File: src/rtl/mips_mem_access_unit.sv
// -----------------------------------------------------------------------------
// mips_mem_access_unit
//
// Load/store initiator sitting between the MIPS MEM stage and the word-wide
// single-port DataMemory. One byte-addressed request is accepted at a time and
// mapped onto word accesses:
//   - loads          : READ for READ_LATENCY cycles, then respond with the
//                      selected byte/halfword/word, sign- or zero-extended
//   - word stores    : a single WRITE cycle
//   - sub-word stores: READ (fetch the containing word), then a WRITE of the
//                      merged word (read-modify-write)
//   - illegal access : one ERR cycle with no memory traffic, then rsp_err
// Memory is little-endian: byte k of a word is bits [8k+7:8k].
//
// Ports
//   clk, reset        clock, synchronous active-high reset
//   req_valid/ready   request handshake; accept when both are high at an edge
//   req_write         1 = store, 0 = load
//   req_size          00 byte, 01 halfword, 10 word, 11 illegal
//   req_signed        loads only: 1 sign-extends, 0 zero-extends
//   req_addr          byte address (bits above ADDR_W+1 ignored)
//   req_wdata         right-justified store data
//   rsp_valid         one-cycle completion pulse
//   rsp_rdata         extended load data (0 for stores and errors)
//   rsp_err           misaligned or illegal-size request
//   mem_addr          word address driven to DataMemory
//   mem_dataIn        write data to DataMemory
//   mem_enable        memory enable
//   mem_we, mem_re    memory write / read enable
//   mem_dataOut       memory read data
// -----------------------------------------------------------------------------
module mips_mem_access_unit #(
  parameter int ADDR_W       = 10,
  parameter int READ_LATENCY = 1   // 1 = LOW_LATENCY memory, 2 = HIGH_PERFORMANCE
) (
  input  logic              clk,
  input  logic              reset,
  input  logic              req_valid,
  output logic              req_ready,
  input  logic              req_write,
  input  logic [1:0]        req_size,
  input  logic              req_signed,
  input  logic [31:0]       req_addr,
  input  logic [31:0]       req_wdata,
  output logic              rsp_valid,
  output logic [31:0]       rsp_rdata,
  output logic              rsp_err,
  output logic [ADDR_W-1:0] mem_addr,
  output logic [31:0]       mem_dataIn,
  output logic              mem_enable,
  output logic              mem_we,
  output logic              mem_re,
  input  logic [31:0]       mem_dataOut
);

  localparam logic [1:0] SIZE_B = 2'b00;
  localparam logic [1:0] SIZE_H = 2'b01;
  localparam logic [1:0] SIZE_W = 2'b10;

  // Value of the latency counter on the final READ cycle.
  localparam logic [1:0] LAST_RD_CNT = 2'(READ_LATENCY - 1);

  typedef enum logic [1:0] {
    IDLE  = 2'd0,
    READ  = 2'd1,
    WRITE = 2'd2,
    ERR   = 2'd3
  } state_t;

  state_t      state;

  // Latched request fields; only the bits the later states consume are kept.
  logic        wr_q;
  logic [1:0]  size_q;
  logic        signed_q;
  logic [1:0]  off_q;      // byte offset within the word
  logic [15:0] wdata_q;    // sub-word store data (word stores go straight out)
  logic [1:0]  lat_cnt;

  logic        req_illegal;

  // Address bits above the word-address field wrap away by design.
  logic        unused_addr_hi;
  assign unused_addr_hi = ^req_addr[31:ADDR_W+2];

  // ---------------------------------------------------------------------------
  // Legality of the request presented on the req_* inputs.
  // ---------------------------------------------------------------------------
  always_comb begin
    // NOTE: every variable written here gets a default first so no path can
    // leave it unassigned and infer a latch.
    req_illegal = 1'b0;
    case (req_size)
      SIZE_B:  req_illegal = 1'b0;
      SIZE_H:  req_illegal = req_addr[0];
      SIZE_W:  req_illegal = (req_addr[1:0] != 2'b00);
      default: req_illegal = 1'b1;
    endcase
  end

  // Select the addressed field of a read word and extend it to 32 bits.
  function automatic logic [31:0] extract_load(input logic [31:0] word,
                                               input logic [1:0]  size,
                                               input logic        sgn,
                                               input logic [1:0]  off);
    logic [31:0] shifted;
    shifted = word >> {off, 3'b000};
    case (size)
      SIZE_B:  extract_load = {{24{sgn & shifted[7]}},  shifted[7:0]};
      SIZE_H:  extract_load = {{16{sgn & shifted[15]}}, shifted[15:0]};
      default: extract_load = word;   // word loads ignore req_signed
    endcase
  endfunction

  // Replace the addressed byte/halfword of a read word with the store data.
  function automatic logic [31:0] merge_store(input logic [31:0] word,
                                              input logic [15:0] data,
                                              input logic [1:0]  size,
                                              input logic [1:0]  off);
    logic [31:0] merged;
    merged = word;
    if (size == SIZE_B) merged[{off, 3'b000} +: 8] = data[7:0];
    else                merged[{off[1], 4'b0000} +: 16] = data;
    return merged;
  endfunction

  // ---------------------------------------------------------------------------
  // Memory strobes decode straight from the state, gated by reset so a WRITE
  // cycle that coincides with reset never reaches the array.
  // ---------------------------------------------------------------------------
  assign req_ready  = (state == IDLE)  && !reset;
  assign mem_re     = (state == READ)  && !reset;
  assign mem_we     = (state == WRITE) && !reset;
  assign mem_enable = mem_re || mem_we;

  // ---------------------------------------------------------------------------
  // Control FSM and registered outputs.
  // ---------------------------------------------------------------------------
  always_ff @(posedge clk) begin
    // NOTE: sequential state uses non-blocking assignments so every register
    // samples the pre-edge values regardless of statement order.
    if (reset) begin
      // NOTE: only control state and the visible outputs are reset; the
      // latched request fields are always rewritten on accept before use.
      state      <= IDLE;
      rsp_valid  <= 1'b0;
      rsp_rdata  <= '0;
      rsp_err    <= 1'b0;
      mem_addr   <= '0;
      mem_dataIn <= '0;
      lat_cnt    <= '0;
    end else begin
      rsp_valid <= 1'b0;

      unique case (state)
        IDLE: begin
          if (req_valid) begin
            wr_q     <= req_write;
            size_q   <= req_size;
            signed_q <= req_signed;
            off_q    <= req_addr[1:0];
            wdata_q  <= req_wdata[15:0];
            mem_addr <= req_addr[ADDR_W+1:2];
            lat_cnt  <= '0;
            if (req_illegal) begin
              state <= ERR;
            end else if (req_write && (req_size == SIZE_W)) begin
              mem_dataIn <= req_wdata;
              state      <= WRITE;
            end else begin
              state <= READ;
            end
          end
        end

        READ: begin
          if (lat_cnt == LAST_RD_CNT) begin
            if (wr_q) begin
              mem_dataIn <= merge_store(mem_dataOut, wdata_q, size_q, off_q);
              state      <= WRITE;
            end else begin
              rsp_valid <= 1'b1;
              rsp_rdata <= extract_load(mem_dataOut, size_q, signed_q, off_q);
              rsp_err   <= 1'b0;
              state     <= IDLE;
            end
          end else begin
            lat_cnt <= lat_cnt + 2'd1;
          end
        end

        WRITE: begin
          rsp_valid <= 1'b1;
          rsp_rdata <= '0;
          rsp_err   <= 1'b0;
          state     <= IDLE;
        end

        ERR: begin
          rsp_valid <= 1'b1;
          rsp_rdata <= '0;
          rsp_err   <= 1'b1;
          state     <= IDLE;
        end

        default: state <= IDLE;
      endcase
    end
  end

endmodule

File: config.mk
export PLATFORM = sky130hd
export DESIGN_NAME = mips_mem_access_unit
export DESIGN_NICKNAME = d
export VERILOG_FILES = /design/src/rtl/mips_mem_access_unit.sv
export SDC_FILE = /design/constraint.sdc
export NUM_CORES = 1
export LEC_CHECK = 0
export ABC_AREA = 0
export CELL_PAD_IN_SITES_DETAIL_PLACEMENT = 0
export CELL_PAD_IN_SITES_GLOBAL_PLACEMENT = 1
export CORE_MARGIN = 2
export CORE_UTILIZATION = 34
export DETAILED_ROUTE_END_ITERATION = 12
export HOLD_SLACK_MARGIN = 0.02
export PLACE_DENSITY = 0.77
export RECOVER_POWER = 50
export REMOVE_ABC_BUFFERS = 1
export SLEW_MARGIN = 15
export SYNTH_ARGS = -nofsm -noshare
export SYNTH_HDL_FRONTEND = slang
export SYNTH_SLANG_ARGS = --single-unit
File: constraint.sdc
create_clock -name clk -period 5.2 [get_ports clk]
set_input_delay 1.04 -clock clk [delete_from_list [all_inputs] [get_ports clk]]
set_output_delay 1.04 -clock clk [all_outputs]
set_load 0.05 [all_outputs]
* Word level (Yosys, flattened, before mapping)
Cells that the tools add are included.
** Cells by class
- Add/subtract/negate cells :: 3
- Eq/ne operators :: 13
- Shift operators :: 5
- Multiplexer cells :: 29
- Bitwise gates (word level) :: 3
- Reduce and logical (&&, ||, !) cells :: 22
** Operators by type and width (number)
- $mux W32 :: 8
- $pmux W32 S2 :: 3
- $bwmux W32 :: 2
- $shift A16 B7 Y32 const A :: 1
- $shift A8 B7 Y32 const A :: 1
- $shiftx A16 B7 Y32 :: 1
- $shiftx A8 B7 Y32 :: 1
- $shr A32 B5 Y16 :: 1
- $mux W2 :: 7
- $neg A5 Y7 :: 2
- $reduce_and A3 Y1 :: 4
- $ne A2 B2 Y1 const B :: 5
- $logic_not A2 Y1 :: 4
- $eq A2 B1 Y1 const B :: 3
- $eq A2 B2 Y1 const B :: 3
- $pmux W1 S3 :: 2
- $pmux W2 S3 :: 1
- $reduce_and A6 Y1 :: 1
- $reduce_bool A2 Y1 :: 3
- $logic_and A1 B1 Y1 :: 4
- $mux W1 :: 4
- $ne A2 B1 Y1 const B :: 2
- $pmux W2 S2 :: 1
- $reduce_and A2 Y1 :: 2
- 8 further kinds :: 9
** Storage, ports and cells
- Register bits after elaboration :: 102
- Bits of input ports :: 103
- Output and inout bits :: 80
- Word-level logic and storage cells :: 87

* Longest topological paths before layout
- Depth after elaboration :: 7
- Gate-level depth with buffers :: 8
- Mapped depth without buffers :: 6

* Least setup slack after synthesis
No wires, ideal clock.
- Path kind :: in2reg
- Start point :: input port reset
- End point :: register state[0]
- Library setup time :: 0.087 ns
- Data arrival time :: 4.287 ns
- Required time :: 5.113 ns
- Path slack :: 0.826 ns
- Stages :: 5
- Path buffers :: 2
- Cells stage by stage :: clkbuf_1 -> clkbuf_1 -> nor4b_1 -> o21ai_0 -> o31ai_1
** RTL lines
- from (decl) :: RTL line 37 : input logic reset,
- to (signal assigned) :: RTL line 145 : state <= IDLE;
- to (signal assigned) :: RTL line 166 : state <= ERR;
- to (signal assigned) :: RTL line 169 : state <= WRITE;
- to (decl) :: RTL line 70 : state_t state;

* Worst setup path in the final report
- Start point :: input port reset
- End point :: output port mem_re
** Between the ends
- Longest elaborated chain between the ends :: 2
** Ends and longest elaborated chain
- $logic_not A1 Y1 :: RTL line 132 : assign mem_re = (state == READ) && !reset;
- $logic_and A1 B1 Y1 :: RTL line 132
- to (decl) :: RTL line 52 : output logic mem_re,
Every way passes these cells.

==> results.rst <==
.. list-table::
   :header-rows: 1

   * - Metric
     - Value
   * - Result of the run
     - finished with violations
   * - Violations in the final reports
     - capacitance limit, slew limit
   * - Smallest setup slack after layout
     - 1.31 ns
   * - Fraction of final layout cells sized beyond drive strength 1
     - 5.41%
   * - Number of gates resized after cts
     - 0
   * - Number of nets with antenna violations after detailed routing
     - 0
   * - Maximum capacitance violations
     - 1
   * - Count of flip-flops with a built-in enable after synthesis
     - 22
   * - Number of rows in the core area
     - 45
   * - Crit start category
     - input port
   * - Commonest cells after routing, fill and taps aside
     - 88 x clkdlybuf4s50_1, 80 x dfxtp_1, 73 x dlygate4sd3_1, 43 x a21oi_1, 38 x nand2_1
   * - Pin count of the biggest net entering global routing
     - 61
   * - Final Critical Period
     - 3.89 ns
   * - Final total negative setup slack
     - 0 ns
   * - Cell variety after synth
     - 55
   * - Post-synthesis async set-or-reset flop share
     - 0%
   * - CP Capture Type
     - output pin
   * - Combinational share of power
     - 21.7%
   * - Worst hold-check slack
     - 0.439 ns
   * - Per-instance average area after synthesis
     - 9.41 µm²
   * - DR DRC count
     - 0
   * - Worst-case headroom to the max-slew limit
     - -5.98%
   * - Gr ovfl total
     - 0
   * - Number of DRC markers after the initial detailed-route iteration
     - 336
   * - Chip width
     - 130 µm
   * - Effective utilization at floorplan
     - 35.1%
   * - Net Switching
     - 0.630 mW
   * - Synthesized cell area
     - 5370 µm²
   * - Number of global-route vias before repair
     - 5007
   * - Latest clock arrival within the worst-skew pair
     - 0.36 ns
   * - # hold bufs at CTS
     - 0
   * - Top-level I/O count
     - 183
   * - Number of nets at the end of the flow
     - 807
   * - Total length of routed wires
     - 18400 µm
   * - Power, Total
     - 1.99 mW
   * - Crit-path cells
     - clkbuf_1 > buf_4 > nor2_1 > clkdlybuf4s50_1
   * - Slew at the pin closest to its max-slew limit
     - 1.59 ns
   * - Antenna violations before repair
     - 0
   * - Path category of the worst min-delay check
     - reg2reg
   * - Number of antenna repair diodes
     - 0
   * - Worst setup path class
     - in2out
   * - Count of clock tree sinks
     - 102
   * - Proportion of power drawn by the clock network
     - 34.5%
   * - Die height
     - 130 µm
   * - Sw Ratio
     - 31.7%
   * - Worst-case vdd ir drop
     - 0.150 mV
   * - Setup violation total in the final timing report
     - 0
   * - Count of input and output buffers
     - 162
   * - RSZ-0062 raised after global routing
     - no
   * - Placement-stage cell area
     - 7110 µm²
   * - Via-per-instance ratio
     - 5.62
   * - Worst-path maximum fanout
     - 19
   * - Number of pins with negative max-slew slack in the final report
     - 24
   * - Final Instance Area
     - 7400 µm²
   * - Fin crit share
     - 74.8%
   * - Proportion of power drawn by flip-flops and latches
     - 43.8%
   * - Arr. time, crit path
     - 2.85 ns
   * - Clock-pin transition on the worst setup and hold timing paths
     - 0.08 ns
   * - GP Congestion
     - 0.862
   * - CP max stage delay
     - 0.70 ns
   * - Yosys reg bits
     - 102
   * - Final hold violations
     - 0
   * - Number of H-tree levels
     - 3
   * - Most common library cell in the layout ignoring fill and taps
     - clkdlybuf4s50_1
   * - Vias after detailed routing
     - 5141
   * - Synth warn
     - 0
   * - Root buffer cell
     - clkbuf_16
   * - Die Footprint
     - 16800 µm²
   * - Worst-case setup slack after placement
     - 1.70 ns
   * - Clock tree skew after final layout
     - 0.0128 ns
   * - First-pass GRT wire length
     - 28100 µm
   * - Reported leakage power
     - 2.72 nW
   * - Half-perimeter wire length after detailed placement
     - 13200 µm
   * - DRT Pass-1 Iters
     - 5
   * - Slowest cell on the critical path
     - clkdlybuf4s50_1
   * - Leading register cell type out of synthesis
     - dfxtp_1
   * - Fmax
     - 0.257 GHz
   * - Synthesis-to-finish area growth
     - 37.8%
   * - Wire length per cell
     - 20.1 µm
   * - Clock tree buffer depth
     - 2
   * - Sequential fraction of the synthesis area
     - 42.1%
   * - Total core area
     - 15300 µm²
   * - Cell internal power dissipation
     - 1.36 mW
   * - CTS tree
     - yes
   * - Data required time of the critical path
     - 4.16 ns
   * - Power density relative to cell area
     - 269 nW/µm²
   * - Aggregate global-route resource usage
     - 21.6%
   * - Total clock buffers created by CTS
     - 9
   * - Number of standard cells after synthesis
     - 571
   * - Post-CTS setup buffers
     - 0
-- kinds of logic after synthesis --
group                    Yosys count  synth area share (%)
adder cells (fa/ha/maj)            6                  1.40
flip-flops                       102                  42.1
buffers and inverters             63                  5.19
AND/OR/NAND/NOR                  167                  17.4
AO/OA/AOI/OAI                    203                  28.0
multiplexers                      30                  5.87
-- registers in the layout, indices dropped and copies added, names as in the netlist --
signal / count
lat_cnt: 2
wdata_q: 16
off_q: 2
mem_dataIn: 32
rsp_rdata: 32
signed_q: 1
wr_q: 1
state: 2
rsp_err: 1
rsp_valid: 1
mem_addr: 10
size_q: 2
-- cell type report --
cell class	instances	area [µm²]
clock buffer	10	239
multi-input combinational	406	2850
fill	1406	7910
tap	211	264
clock inverter	6	61.3
inverter	6	22.5
timing repair buffer	173	1700
sequential	102	2260
-- cells in the mapped netlist (3+ instances only) --
cell | number | share of area, %
a221oi_1 | 8 | 1.3
nand2_1 | 38 | 2.7
nor3_1 | 4 | 0.37
o21ai_0 | 17 | 1.6
a211oi_1 | 28 | 3.9
nand4_1 | 16 | 1.9
or4_1 | 8 | 1.1
nand2b_1 | 13 | 1.5
ha_1 | 6 | 1.4
a22oi_1 | 8 | 1.1
a311oi_1 | 27 | 4.4
inv_1 | 5 | 0.35
dfxtp_1 | 80 | 30
a211o_1 | 11 | 1.8
o21ai_1 | 9 | 0.84
nor2b_1 | 26 | 3.0
a311o_1 | 9 | 1.7
a2bb2oi_1 | 8 | 1.3
edfxtp_1 | 22 | 12
nor3b_1 | 3 | 0.42
buf_1 | 5 | 0.35
and2_1 | 8 | 0.93
clkbuf_1 | 34 | 2.4
buf_2 | 12 | 1.1
mux2i_1 | 27 | 5.0
a221o_1 | 20 | 3.7
a21oi_1 | 43 | 4.0
buf_4 | 3 | 0.42
o221ai_1 | 7 | 1.1
nor2_1 | 34 | 2.4
-- through the flow --
| stage | std cells | utilization, % |
|---|---|---|
| 2_1_floorplan | 514 | - |
| 3_3_place_gp | 897 | 46.4 |
| 3_5_place_dp | 897 | 46.4 |
| 4_1_cts | 913 | 48.4 |
| 5_1_grt | 914 | 48.3 |
| 6_report | 914 | 48.3 |
-- path summary, 6_finish.rpt --
check | slack (ns) | cells past startpoint | startpoint | end
hold reg to reg | 0.44 | 2 | rsp_rdata[6] | rsp_rdata[6]
setup reg to reg | 1.66 | 7 | off_q[1] | mem_dataIn[2]
hold / removal | 0.44 | 2 | rsp_rdata[6] | rsp_rdata[6]
setup / recovery | 1.31 | 4 | reset | mem_re
-- layer usage --
layer  track usage, %  vias up  share of wire (%)
li1                 -     2478                  -
met2             34.7      176                 47
met1             29.6     2464                 46
met3             4.06       23                5.3
met4             6.77        0                2.0
met5                0        -                  0
-- critical path: cells and delay by family --
| kind | cells | cell delay [ns] |
|---|---|---|
| buffers and inverters | 3 | 1.71 |
| AND/OR/NAND/NOR | 1 | 0.07 |
-- power groups by stage --
stage | Sequential, mW | Combinational, mW | Clock (mW)
after floorplan | 0.973 | 0.154 | 0
after CTS | 0.872 | 0.442 | 0.700
after detailed placement | 0.890 | 0.440 | 0
after global routing | 0.876 | 0.462 | 0.730
after global placement | 0.889 | 0.435 | 0
final | 0.872 | 0.432 | 0.686
Power figures use the tool's default switching activity.
